`src/rtl/note_pkg.sv`:
```
// Shared definitions for the note recorder: note code width, rest code and
// the recorder state encoding.
package note_pkg;

    localparam int CW = 4;

    localparam logic [CW-1:0] NOTE_REST = '0;

    typedef enum logic [1:0] {
        IDLE   = 2'd0,
        ARMED  = 2'd1,
        RECORD = 2'd2,
        FULL   = 2'd3
    } rec_state_t;

endpackage

```
`src/rtl/note_key_encoder.sv`:
```
// Priority encoder from debounced pitch keys to a note code.
// The lowest-index pressed key wins; key i maps to code i+1 and no key maps
// to the rest code.
module note_key_encoder #(
    parameter int NKEYS = 8,
    parameter int CW    = note_pkg::CW
) (
    input  logic [NKEYS-1:0] keys,
    output logic [CW-1:0]    code
);
    import note_pkg::*;

    // Scan from the top key down so the lowest pressed key is the last to assign.
    always_comb begin
        code = CW'(NOTE_REST);
        for (int i = NKEYS - 1; i >= 0; i--) begin
            if (keys[i]) begin
                code = CW'(i + 1);
            end
        end
    end

endmodule

```
`src/rtl/note_recorder.sv`:
```
// Write side of the music player's note sequence: samples the pitch keys on
// each beat strobe while recording is enabled, stores one note per beat, and
// offers a registered read port plus length/status for the display.
module note_recorder #(
    parameter int DEPTH = 64,
    parameter int AW    = 6,
    parameter int NKEYS = 8,
    parameter int CW    = note_pkg::CW
) (
    input  logic             clk,
    input  logic             reset,
    input  logic             tick,
    input  logic             rec_en,
    input  logic [NKEYS-1:0] keys,
    input  logic [AW-1:0]    rd_addr,
    output logic [CW-1:0]    rd_data,
    output logic [AW:0]      length,
    output logic             recording,
    output logic             full,
    output logic [CW-1:0]    cur_note
);
    import note_pkg::*;

    localparam logic [AW:0]   DEPTH_LEN = (AW + 1)'(DEPTH);
    localparam logic [AW:0]   LEN_ONE   = (AW + 1)'(1);
    localparam logic [AW-1:0] LAST_ADDR = AW'(DEPTH - 1);
    localparam logic [AW-1:0] ADDR_ONE  = AW'(1);

    rec_state_t      state_q;
    rec_state_t      state_d;
    logic            rec_prev_q;
    logic            rec_rise;
    logic [AW-1:0]   wr_ptr_q;
    logic [AW-1:0]   wr_ptr_d;
    logic [AW:0]     length_d;
    logic            wr_en;
    logic [AW-1:0]   wr_addr;
    logic [CW-1:0]   key_code;

    logic [CW-1:0]   mem [DEPTH];

    note_key_encoder #(
        .NKEYS (NKEYS),
        .CW    (CW)
    ) u_encoder (
        .keys (keys),
        .code (key_code)
    );

    assign rec_rise  = rec_en & ~rec_prev_q;
    assign recording = (state_q == ARMED) || (state_q == RECORD);
    assign full      = (state_q == FULL);

    // Next-state and write control; a falling rec_en always beats a coincident tick.
    always_comb begin
        state_d  = state_q;
        length_d = length;
        wr_ptr_d = wr_ptr_q;
        wr_en    = 1'b0;
        wr_addr  = wr_ptr_q;

        case (state_q)
            IDLE: begin
                if (rec_rise) begin
                    length_d = '0;
                    wr_ptr_d = '0;
                    state_d  = ARMED;
                end
            end

            ARMED: begin
                if (!rec_en) begin
                    state_d = IDLE;
                end else if (tick && (key_code != CW'(NOTE_REST))) begin
                    wr_en    = 1'b1;
                    wr_addr  = '0;
                    length_d = LEN_ONE;
                    wr_ptr_d = (LAST_ADDR == '0) ? '0 : ADDR_ONE;
                    state_d  = (LEN_ONE == DEPTH_LEN) ? FULL : RECORD;
                end
            end

            RECORD: begin
                if (!rec_en) begin
                    state_d = IDLE;
                end else if (tick) begin
                    wr_en    = 1'b1;
                    wr_addr  = wr_ptr_q;
                    length_d = length + LEN_ONE;
                    wr_ptr_d = (wr_ptr_q == LAST_ADDR) ? wr_ptr_q : wr_ptr_q + ADDR_ONE;
                    if (length_d == DEPTH_LEN) begin
                        state_d = FULL;
                    end
                end
            end

            FULL: begin
                if (!rec_en) begin
                    state_d = IDLE;
                end
            end

            default: begin
                state_d = IDLE;
            end
        endcase
    end

    // State, counters, edge detector and live note register.
    always_ff @(posedge clk or negedge reset) begin
        if (!reset) begin
            state_q    <= IDLE;
            rec_prev_q <= 1'b0;
            length     <= '0;
            wr_ptr_q   <= '0;
            cur_note   <= '0;
        end else begin
            state_q    <= state_d;
            rec_prev_q <= rec_en;
            length     <= length_d;
            wr_ptr_q   <= wr_ptr_d;
            cur_note   <= key_code;
        end
    end

    // Note buffer write port; contents survive reset and are masked by length.
    always_ff @(posedge clk) begin
        if (wr_en) begin
            mem[wr_addr] <= key_code;
        end
    end

    // Registered read port; slots past the recorded length read as rest.
    always_ff @(posedge clk or negedge reset) begin
        if (!reset) begin
            rd_data <= '0;
        end else if ({1'b0, rd_addr} < length) begin
            rd_data <= mem[rd_addr];
        end else begin
            rd_data <= '0;
        end
    end

endmodule

```
`config.mk`:
```
export PLATFORM = sky130hd
export DESIGN_NAME = note_recorder
export DESIGN_NICKNAME = d
export VERILOG_FILES = /design/src/rtl/note_pkg.sv /design/src/rtl/note_key_encoder.sv /design/src/rtl/note_recorder.sv
export SDC_FILE = /design/constraint.sdc
export NUM_CORES = 1
export LEC_CHECK = 0
export ABC_AREA = 1
export BUFFER_PORTS_ARGS = -buffer_cell sky130_fd_sc_hd__buf_2
export CORE_ASPECT_RATIO = 1.25
export CORE_MARGIN = 3
export CORE_UTILIZATION = 50
export CTS_CLUSTER_DIAMETER = 100
export CTS_CLUSTER_SIZE = 30
export DETAILED_ROUTE_END_ITERATION = 8
export HOLD_SLACK_MARGIN = 0.06
export PLACE_DENSITY = 0.75
export SETUP_SLACK_MARGIN = 0.02
export SYNTH_ARGS = -nofsm -noshare
export SYNTH_HDL_FRONTEND = slang
export SYNTH_HIERARCHICAL = 1
export SYNTH_SLANG_ARGS = --single-unit
```
`constraint.sdc`:
```
create_clock -name clk -period 4.3 [get_ports clk]
set_input_delay 0 -clock clk [delete_from_list [all_inputs] [get_ports clk]]
set_output_delay 0 -clock clk [all_outputs]
set_load 0.05 [all_outputs]
```
==> results by group <==
Pwr
  • P per Cell Area: 393.0 nW/um^2
  • Comb power frac: 13.6%
  • Worst vdd ir: 0.0003578 V
  • P_leak: 4.745 nW
  • Clock share of power: 27.2%
  • Sequential Power Share: 59.3%
  • Switching Share: 26.07%
  • NetSw: 1.329 mW
  • Pint: 3.767 mW

Cells and area
  • Nets@finish: 1159
  • Share of layout cells above drive strength 1: 7.048%
  • Layout area overhead: 6.233%
  • Final core occ: 54.29%
  • # diodes: 0

Timing
  • Endpoints failing setup: 0
  • Max Freq: 312.3 MHz
  • Relative slew slack: 13.27%
  • Worst Clk Skew: 0.02801 ns
  • Final Max Slew Viols: 0
  • Unrepaired setup endpoints after global routing: false
  • Measured slew at the worst slew-check pin: 1.285 ns
  • Setup TNS: 0 ns
  • Final hold vios: 0
  • Period minus WS final: 3.202 ns
  • Fin crit share: 74.46%

Run status
  • Status: finished clean

Setup path
  • Crit path max fanout: 56
  • Crit end category: register
  • Kind of critical path: in -> reg
  • CP Launch Type: primary input
  • Crit path arrival time: 3.59 ns
  • CP Data Required Time: 4.69 ns

Logic synthesis
  • Synth Flop Type: edfxtp_1
  • Async SR Flop Fraction: 8.571%
  • Yosys top cell area share: 62.98%
  • Syn Area/Cell: 10.92 um^2
  • Warnings, synthesis: 6
  • Cell Area, Synth: 12210 um^2
  • Syn_nets: 1149
  • Dominant cells by area after synthesis: edfxtp_1, nand3_1, nand2_1
  • Post-Synthesis Cells: 1118
  • Post-synth EDFFs: 256
  • Sequential area share after synthesis: 67.90%
  • #FFs+latches synth: 280
  • Synth area leader: edfxtp_1
  • Yosys cell types: 36

Floorplanning
  • Die width: 145.7 um
  • IO Pins: 35
  • Die ar.: 26330 um^2
  • Row cnt: 63
  • Initial Util: 51.10%
  • Die H: 180.7 um
  • Std-Cell Core Area: 23880 um^2

Place
  • Port Buf Inserts: 34
  • Post-detail-place hpwl: 16810 um
  • GPL Wtd Cong: 0.8287

Min path
  • HP Class: in -> async

CTS
  • H-tree depth: 1
  • Resize count post-CTS: 0
  • Root Driver: clkbuf_16
  • CTS tree: yes
  • Post-CTS Repair Setup Buffers: 0
  • Max clock buf depth: 3
  • CTS buffer count: 13
  • CTS clk-pin slew, worst paths: 0.11 ns
  • Clock Latency Late Sink: 0.50 ns
  • CTS Sinks: 280
  • CTS Hold Bufs: 6

Global routing
  • Largest net degree at the start of global routing: 93
  • Vias in the first global route: 8135
  • Initial antenna violation count: 0
  • GRT Total Usage: 20.34%
  • Total grt overflow: 0
  • First-pass GRT wire length: 42540 um

Drt
  • Vias per cell: 5.691
  • 1st-iter DRT viols: 818
  • DR DRC count: 0
  • Routed len/inst: 18.70 um
  • Drt first pass iters: 6
  • Routed Antenna Nets: 0
  • Total number of vias: 8309
  • Final Routed Wirelength: 27310 um

Run
  • Max-Cap Viols: 0
final timing paths:
| check | start | to | slack [ns] | cells after the start |
|---|---|---|---|---|
| max in group asynchronous | reset | state_q[0] | 3.79 | 2 |
| max reg2reg | state_q[0] | mem[61][0] | 1.62 | 8 |
| min | reset | length[0] | 0.06 | 2 |
| min reg2reg | state_q[1] | state_q[1] | 0.55 | 2 |
| min in group clk | tick | length[0] | 0.07 | 6 |
| max | rd_addr[0] | rd_data[3] | 1.10 | 13 |
cells in the mapped netlist (all sizes together) (7+ instances only):
cell,n
inv,46
a21oi,13
edfxtp,256
nor2,77
ha,13
clkbuf,7
nand3,252
nor3,14
buf,46
o21ai,15
dfrtp,24
nand2,336
kinds of logic (layout without fill, tap and decap cells):
| logic type | count (synthesis) | in the layout | share of synthesized area [%] |
|---|---|---|---|
| adder cells (fa/ha/maj) | 13 | 13 | 1.333 |
| XOR/XNOR | 5 | 5 | 0.3588 |
| AO/OA/AOI/OAI | 36 | 36 | 1.671 |
| flip-flops | 280 | 280 | 67.90 |
| buffers and inverters | 100 | 117 | 4.408 |
| AND/OR/NAND/NOR | 684 | 684 | 24.33 |
critical path, cell delays in order:
cell	delay, ns
buf_4	0.31
clkinv_2	0.71
buf_4	0.54
nand2_1	0.11
nand3_1	0.08
nand3_1	0.16
nand3_1	0.10
nand2_1	0.16
nand2_1	0.07
nand3_1	0.07
dlygate4sd3_1	0.54
a21oi_1	0.05
dlygate4sd3_1	0.62
metal layers:
metal,vias up,routed length (um),global-route usage (%)
met5,-,0,0
met4,0,966,7.716
met3,65,1944,1.887
met2,380,14200,36.86
met1,3968,10200,25.28
li1,3896,-,-
power by group through the flow:
stage / registers [mW] / logic, mW / clock network, mW
2_1_floorplan: 3.10 / 0.497 / 0
3_3_place_gp: 3.08 / 0.674 / 0
3_5_place_dp: 3.08 / 0.685 / 0
4_1_cts: 3.02 / 0.693 / 1.40
5_1_grt: 3.03 / 0.768 / 1.50
6_report: 3.02 / 0.692 / 1.38
layout make-up:
type / instances / area, um^2
multi-input combinational: 738 / 3421
inverter: 47 / 177.7
clock buffer: 20 / 351.6
fill: 1962 / 10920
tap: 325 / 406.6
timing repair buffer: 48 / 292.8
clock inverter: 2 / 28.78
sequential: 280 / 8288
registers in the layout, indices dropped and copies added (netlist names):
register / cells
wr_ptr_q: 6
cur_note: 4
state_q: 2
length: 7
mem: 256
rec_prev_q: 1
rd_data: 4
placed cells by master (no fill, tap or decap), drive strengths merged:
cell type / n
a21boi: 1
a21oi: 13
a22oi: 1
a31oi: 1
buf: 42
clkbuf: 20
clkinv: 2
dfrtp: 24
dlygate4sd3: 6
edfxtp: 256
ha: 13
inv: 47
nand2: 336
nand3: 252
nand4: 3
nor2: 77
nor3: 14
nor4: 1
o21ai: 15
o22ai: 3
o311ai: 1
o31ai: 1
or2: 1
xnor2: 1
xor2: 4
per-stage QoR:
step           hold WS [ns]  power (mW)  setup WS [ns]  area (um^2)  cells
2_1_floorplan       -0.2956       3.601         0.6779        12210   1118
3_3_place_gp        0.06158       3.755          1.686        12530   1432
3_5_place_dp        0.06198       3.767          1.605        12530   1432
4_1_cts             0.06849       5.109          1.155        12970   1460
5_1_grt             0.08446       5.295         0.8680        12970   1460
6_report            0.06243       5.096          1.098        12970   1460
Power figures use the tool's default switching activity.
